## config.mk

```make
export PLATFORM = sky130hd
export DESIGN_NAME = decode_ctrl_pipe
export DESIGN_NICKNAME = d
export VERILOG_FILES = /design/src/rtl/decode_ctrl_pipe.sv
export SDC_FILE = /design/constraint.sdc
export NUM_CORES = 1
export LEC_CHECK = 0
export CAP_MARGIN = 40
export CORE_AREA = 2 2 75 59
export DETAILED_ROUTE_END_ITERATION = 16
export DIE_AREA = 0 0 77 61
export PLACE_DENSITY = 0.73
export SLEW_MARGIN = 20
export SYNTH_ARGS = -nofsm -noshare
export SYNTH_HDL_FRONTEND = slang
export SYNTH_SLANG_ARGS = --single-unit
```

## constraint.sdc

```tcl
create_clock -name clk -period 2.2 [get_ports clk]
set_clock_uncertainty 0.1 [all_clocks]
set_input_delay 0.44 -clock clk [delete_from_list [all_inputs] [get_ports clk]]
set_output_delay 0.44 -clock clk [all_outputs]
set_load 0.05 [all_outputs]
```

## src/rtl/decode_ctrl_pipe.sv

```systemverilog
// MIPS-I main-decode stage: combinational control decode latched into the ID/EX control register,
// plus a HI/LO occupancy counter that holds back dependent HI/LO instructions.
module decode_ctrl_pipe #(
   parameter int unsigned DIV_LATENCY = 32,
   parameter int unsigned MUL_LATENCY = 2,
   parameter int unsigned CNT_W       = 6,
   parameter bit          EN_RI       = 1'b1
) (
   input  logic        clk,
   input  logic        rst,
   input  logic        in_valid,
   output logic        in_ready,
   input  logic [31:0] instr,
   input  logic        ex_stall,
   input  logic        flush,
   output logic        out_valid,
   output logic [3:0]  aluop,
   output logic [1:0]  alusrc,
   output logic [1:0]  hilowrite,
   output logic        regwrite,
   output logic        regdst,
   output logic        memwrite,
   output logic        memtoreg,
   output logic        branch,
   output logic        bal,
   output logic        jump,
   output logic        jal,
   output logic        jr,
   output logic        jalr,
   output logic        ri_exc,
   output logic        hilo_busy
);

   localparam logic [3:0] ALU_R       = 4'd1;
   localparam logic [3:0] ALU_ADDI    = 4'd2;
   localparam logic [3:0] ALU_ADDIU   = 4'd3;
   localparam logic [3:0] ALU_SLTI    = 4'd4;
   localparam logic [3:0] ALU_SLTIU   = 4'd5;
   localparam logic [3:0] ALU_ANDI    = 4'd6;
   localparam logic [3:0] ALU_ORI     = 4'd7;
   localparam logic [3:0] ALU_XORI    = 4'd8;
   localparam logic [3:0] ALU_LUI     = 4'd9;
   localparam logic [3:0] ALU_MEM     = 4'd10;
   localparam logic [3:0] ALU_BRANCH  = 4'd11;
   localparam logic [3:0] ALU_USELESS = 4'd15;

   localparam logic [CNT_W-1:0] DIV_LOAD = CNT_W'(DIV_LATENCY);
   localparam logic [CNT_W-1:0] MUL_LOAD = CNT_W'(MUL_LATENCY);

   typedef struct packed {
      logic [3:0] aluop;
      logic [1:0] alusrc;
      logic [1:0] hilowrite;
      logic       regwrite;
      logic       regdst;
      logic       memwrite;
      logic       memtoreg;
      logic       branch;
      logic       bal;
      logic       jump;
      logic       jal;
      logic       jr;
      logic       jalr;
      logic       ri_exc;
   } ctrl_t;

   ctrl_t            dec, ctrl_q;
   logic             valid_q;
   logic [CNT_W-1:0] cnt_q;
   logic             known, is_hilo, is_div, is_mul, accept;
   logic [5:0]       op, fn;
   logic [4:0]       rt;
   logic             unused_fields;

   assign op = instr[31:26];
   assign fn = instr[5:0];
   assign rt = instr[20:16];
   assign unused_fields = ^{instr[25:21], instr[15:6]};

   always_comb begin
      dec       = '0;
      dec.aluop = ALU_USELESS;
      known     = 1'b1;
      is_hilo   = 1'b0;
      is_div    = 1'b0;
      is_mul    = 1'b0;
      case (op)
         6'h00: begin
            dec.aluop = ALU_R;
            case (fn)
               6'h00, 6'h02, 6'h03, 6'h04, 6'h06, 6'h07,
               6'h20, 6'h21, 6'h22, 6'h23, 6'h24, 6'h25, 6'h26, 6'h27, 6'h2A, 6'h2B: begin
                  dec.regwrite = 1'b1;
                  dec.regdst   = 1'b1;
               end
               6'h08: dec.jr = 1'b1;
               6'h09: begin
                  dec.jalr     = 1'b1;
                  dec.regwrite = 1'b1;
                  dec.regdst   = 1'b1;
               end
               6'h10, 6'h12: begin
                  dec.regwrite = 1'b1;
                  dec.regdst   = 1'b1;
                  is_hilo      = 1'b1;
               end
               6'h11: begin
                  dec.hilowrite = 2'b10;
                  is_hilo       = 1'b1;
               end
               6'h13: begin
                  dec.hilowrite = 2'b01;
                  is_hilo       = 1'b1;
               end
               6'h18, 6'h19: begin
                  dec.hilowrite = 2'b11;
                  is_hilo       = 1'b1;
                  is_mul        = 1'b1;
               end
               6'h1A, 6'h1B: begin
                  dec.hilowrite = 2'b11;
                  is_hilo       = 1'b1;
                  is_div        = 1'b1;
               end
               default: known = 1'b0;
            endcase
         end
         6'h01: begin
            dec.aluop = ALU_BRANCH;
            case (rt)
               5'h00, 5'h01: dec.branch = 1'b1;
               5'h10, 5'h11: begin
                  dec.branch   = 1'b1;
                  dec.bal      = 1'b1;
                  dec.regwrite = 1'b1;
               end
               default: known = 1'b0;
            endcase
         end
         6'h02: dec.jump = 1'b1;
         6'h03: begin
            dec.jal      = 1'b1;
            dec.regwrite = 1'b1;
         end
         6'h04, 6'h05, 6'h06, 6'h07: begin
            dec.aluop  = ALU_BRANCH;
            dec.branch = 1'b1;
         end
         6'h08, 6'h09, 6'h0A, 6'h0B: begin
            dec.aluop    = (op == 6'h08) ? ALU_ADDI : (op == 6'h09) ? ALU_ADDIU :
                           (op == 6'h0A) ? ALU_SLTI : ALU_SLTIU;
            dec.alusrc   = 2'b01;
            dec.regwrite = 1'b1;
         end
         6'h0C, 6'h0D, 6'h0E, 6'h0F: begin
            dec.aluop    = (op == 6'h0C) ? ALU_ANDI : (op == 6'h0D) ? ALU_ORI :
                           (op == 6'h0E) ? ALU_XORI : ALU_LUI;
            dec.alusrc   = 2'b10;
            dec.regwrite = 1'b1;
         end
         6'h23: begin
            dec.aluop    = ALU_MEM;
            dec.alusrc   = 2'b01;
            dec.regwrite = 1'b1;
            dec.memtoreg = 1'b1;
         end
         6'h2B: begin
            dec.aluop    = ALU_MEM;
            dec.alusrc   = 2'b01;
            dec.memwrite = 1'b1;
         end
         default: known = 1'b0;
      endcase
      // Undecodable words become a NOP bundle, optionally tagged as a reserved instruction.
      if (!known) begin
         dec        = '0;
         dec.aluop  = ALU_USELESS;
         dec.ri_exc = EN_RI;
      end
   end

   assign hilo_busy = (cnt_q != '0);
   assign in_ready  = !ex_stall && !(is_hilo && hilo_busy) && !rst;
   assign accept    = in_valid && in_ready;

   always_ff @(posedge clk or posedge rst) begin
      if (rst) begin
         valid_q <= 1'b0;
         ctrl_q  <= '0;
      end else if (flush) begin
         valid_q <= 1'b0;
         ctrl_q  <= '0;
      end else if (ex_stall) begin
         valid_q <= valid_q;
         ctrl_q  <= ctrl_q;
      end else if (accept) begin
         valid_q <= 1'b1;
         ctrl_q  <= dec;
      end else begin
         valid_q <= 1'b0;
         ctrl_q  <= '0;
      end
   end

   // The counter keeps running through stalls and flushes: an issued HI/LO op always completes.
   always_ff @(posedge clk or posedge rst) begin
      if (rst) begin
         cnt_q <= '0;
      end else if (accept && is_div) begin
         cnt_q <= DIV_LOAD;
      end else if (accept && is_mul) begin
         cnt_q <= MUL_LOAD;
      end else if (cnt_q != '0) begin
         cnt_q <= cnt_q - 1'b1;
      end
   end

   assign out_valid = valid_q;
   assign aluop     = ctrl_q.aluop;
   assign alusrc    = ctrl_q.alusrc;
   assign hilowrite = ctrl_q.hilowrite;
   assign regwrite  = ctrl_q.regwrite;
   assign regdst    = ctrl_q.regdst;
   assign memwrite  = ctrl_q.memwrite;
   assign memtoreg  = ctrl_q.memtoreg;
   assign branch    = ctrl_q.branch;
   assign bal       = ctrl_q.bal;
   assign jump      = ctrl_q.jump;
   assign jal       = ctrl_q.jal;
   assign jr        = ctrl_q.jr;
   assign jalr      = ctrl_q.jalr;
   assign ri_exc    = ctrl_q.ri_exc;

endmodule

```

==> reports/results.ini <==
[placement]
port_buffers = 42
hpwl_um = 3210
gp_congestion = 0.879

[pwr]
power.total_mw = 1.46
vdd_drop_max_mv = 0.381
power_frac_clock_pct = 27.1
switchingPower_uw = 448
power.leakage_nw = 1.06
powerDensity_mw_per_mm2 = 597
sequentialPowerShare_pct = 40.8
p_sw_share_pct = 30.8
combPwrFrac_pct = 32.1
p_int_mw = 1.01

[timing]
slew_violations = 0
relSlewSlack_pct = 66.5
setup_slack_ps = -18.9
fmax_mhz = 451
setup_violations = 1
fin_crit_sh_pct = 101
hold_slack_ps = 391
hold_viol = 0
worst_slew_pin_slew_ps = 501
period_needed_ps = 2220

[min_path]
hp-class = flip-flop to flip-flop

[yosys]
yosys-top-cells-area = dfrtp_1, nand2_1, o31ai_2, nor2_1, o21ai_0
netlist_instances = 170
synth.top_cell.area_share_pct = 41.3
synth_sequential_area_ratio_pct = 41.3
async_reset_ff_share_pct = 100
yosysWarnings = 0
synth_cell_types = 48
synth_ff_type = dfrtp_1
post_synth.cell_area_avg_um2 = 9.27
synth_top_cell_by_area = dfrtp_1
syn-num-nets = 209
synth_edf_count = 0
syn_area_mm2 = 0.00158
ys_seq_elements = 26

[run]
maxCapViolCount = 0

[finish]
layout_common_cells = buf_4, clkdlybuf4s50_1, dfrtp_1
final_common_cell = buf_4
fin_util_pct = 61.7
syn_to_final_growth_pct = 54.9
fillers = 357
drive_gt1_share_pct = 28.9
antenna_cells = 0
nNetsFinal = 286

[critical_path]
cpPeakStageDelay_ps = 490
path_max_fanout = 3
critPathSlowestCell = clkdlybuf4s50_1
crit_chain = clkdlybuf4s50_1 > nor2_2 > nand4_2 > buf_4 > buf_4 > nor4_1 > buf_4 > nand2_1 > o21a_1
path_buf_inv = 4
crit_path_end_kind = flip-flop
crit_type = input pin to flip-flop
r2r_slack_ps = 220
cpMostUsedCell = buf_4
worstPathRequired_ps = 2270
cp.arrival_ps = 2290
crit_family = buffers and inverters
startpoint_type = input pin

[floorplanning]
core_area_mm2 = 0.00395
initial_utilization_pct = 39.8
die_h_um = 61
die-width_um = 77
die_area_mm2 = 0.00470
io_pins = 59
row_count = 20

[clock_tree]
htreeDepth = 1
clkTransAtPathRegs_ps = 90
cts.sinks = 26
cts_buffer_depth = 2
cts_buffers = 3
cts_hold_buf = 0
cts_tree = built
worstSkewPairLatency_ps = 270
cts-root-buf = clkbuf_8

[detailed_routing]
wirelength_um = 4310
wire_per_inst_um = 14.3
ant_nets = 0
first_pass_iters = 4
first_iter_violations = 67
vias = 1547
drc = 0
vias_per_cell = 5.14

[global_routing]
grt_pass1_vias = 1430
grt_overflow = 0
antenna_found_initial = 0
grt_use_total_pct = 19.0
grt_pass1_wl_um = 6910
grt_max_degree = 27

[run_status]
status = complete, but fails checks
violations = negative setup slack

==> power groups by stage <==
stage	Clock, mW	Sequential, mW	Combinational (mW)
final	0.395	0.595	0.468
after global routing	0.433	0.605	0.512
after CTS	0.409	0.589	0.451
after detailed placement	0	0.599	0.447
after floorplan	0	0.604	0.273
after global placement	0	0.597	0.434
==> cells in the mapped netlist (2+ instances only) <==
cell	number
ha_1	2
a31oi_1	7
xor2_1	2
nor2_1	15
o21ai_1	2
a311oi_1	2
inv_1	10
xnor2_1	3
a21oi_1	5
a32o_1	2
o31ai_2	7
nor3_1	4
buf_2	3
nand3_1	3
o311a_1	2
o21a_1	3
nand2_1	25
nor2b_1	4
buf_6	2
dfrtp_1	26
clkbuf_1	4
o21ai_0	10
nand2b_1	2
==> final timing paths <==
| path | start | end | cells past startpoint |
|---|---|---|---|
| max in group asynchronous | rst | jal | 4 |
| worst max-delay path | instr[26] | cnt_q[1] | 9 |
| worst min register to register | out_valid | out_valid | 2 |
| worst max register to register | cnt_q[4] | cnt_q[1] | 7 |
| min in group asynchronous | rst | cnt_q[3] | 4 |
| worst min-delay path | out_valid | out_valid | 2 |
==> cell families after synthesis <==
kind of cell / share of synthesized area, %
compound gates: 25.2
mux: 0.715
fa+ha+maj: 1.59
xor+xnor: 2.78
buf+inv: 6.19
flops: 41.3
simple gates: 22.2
==> worst register-to-register path, cell delays in order (launching register included) <==
cell and delay, ps:
dfrtp_1 420, nor3_2 240, and3b_2 300, inv_1 130, nor4_1 340, buf_4 190, nand2_1 60, o21a_1 100
==> metal layers <==
layer | track usage [%] | share of wire, % | up-vias
met5 | 0 | 0 | -
met4 | 3.32 | 0.77 | 0
met3 | 4.02 | 4.8 | 2
met2 | 30.6 | 46 | 37
met1 | 27.2 | 49 | 747
li1 | - | - | 761
==> through the flow <==
step / TNS (ps) / setup WS [ps] / cell area (um2) / instances
3_3_place_gp: -6920 / -397 / 2300 / 292
3_5_place_dp: -6660 / -419 / 2300 / 292
2_1_floorplan: 0 / 43.8 / 1590 / 170
5_1_grt: -155 / -83.7 / 2440 / 301
6_report: -18.9 / -18.9 / 2440 / 301
4_1_cts: -39.1 / -39.1 / 2400 / 299
==> sequential cells by signal, summed over array words and instances (netlist names), 2 cells and up <==
register / cells
aluop: 4
alusrc: 2
cnt_q: 6
hilowrite: 2
==> final cells by class <==
class                   instances  area, um2  share of cell area (%)
flip-flops and latches         26        651                    26.7
clock buffers                   3       41.3                    1.69
inverters                      11       41.3                    1.69
repair buffers                 82        742                    30.4
multi-input cells             123        866                    35.5
well taps                      55       68.8                    2.82
clock inverters                 1       30.0                    1.23
==> timing repair <==
action | in CTS | in global routing
hold endpoints to repair | 0 | 0
setup endpoints to repair | 15 | 2
pin swaps | 4 | 5
resized for setup | 7 | 7
buffers inserted | 3 | 2
Power figures use the tool's default switching activity.
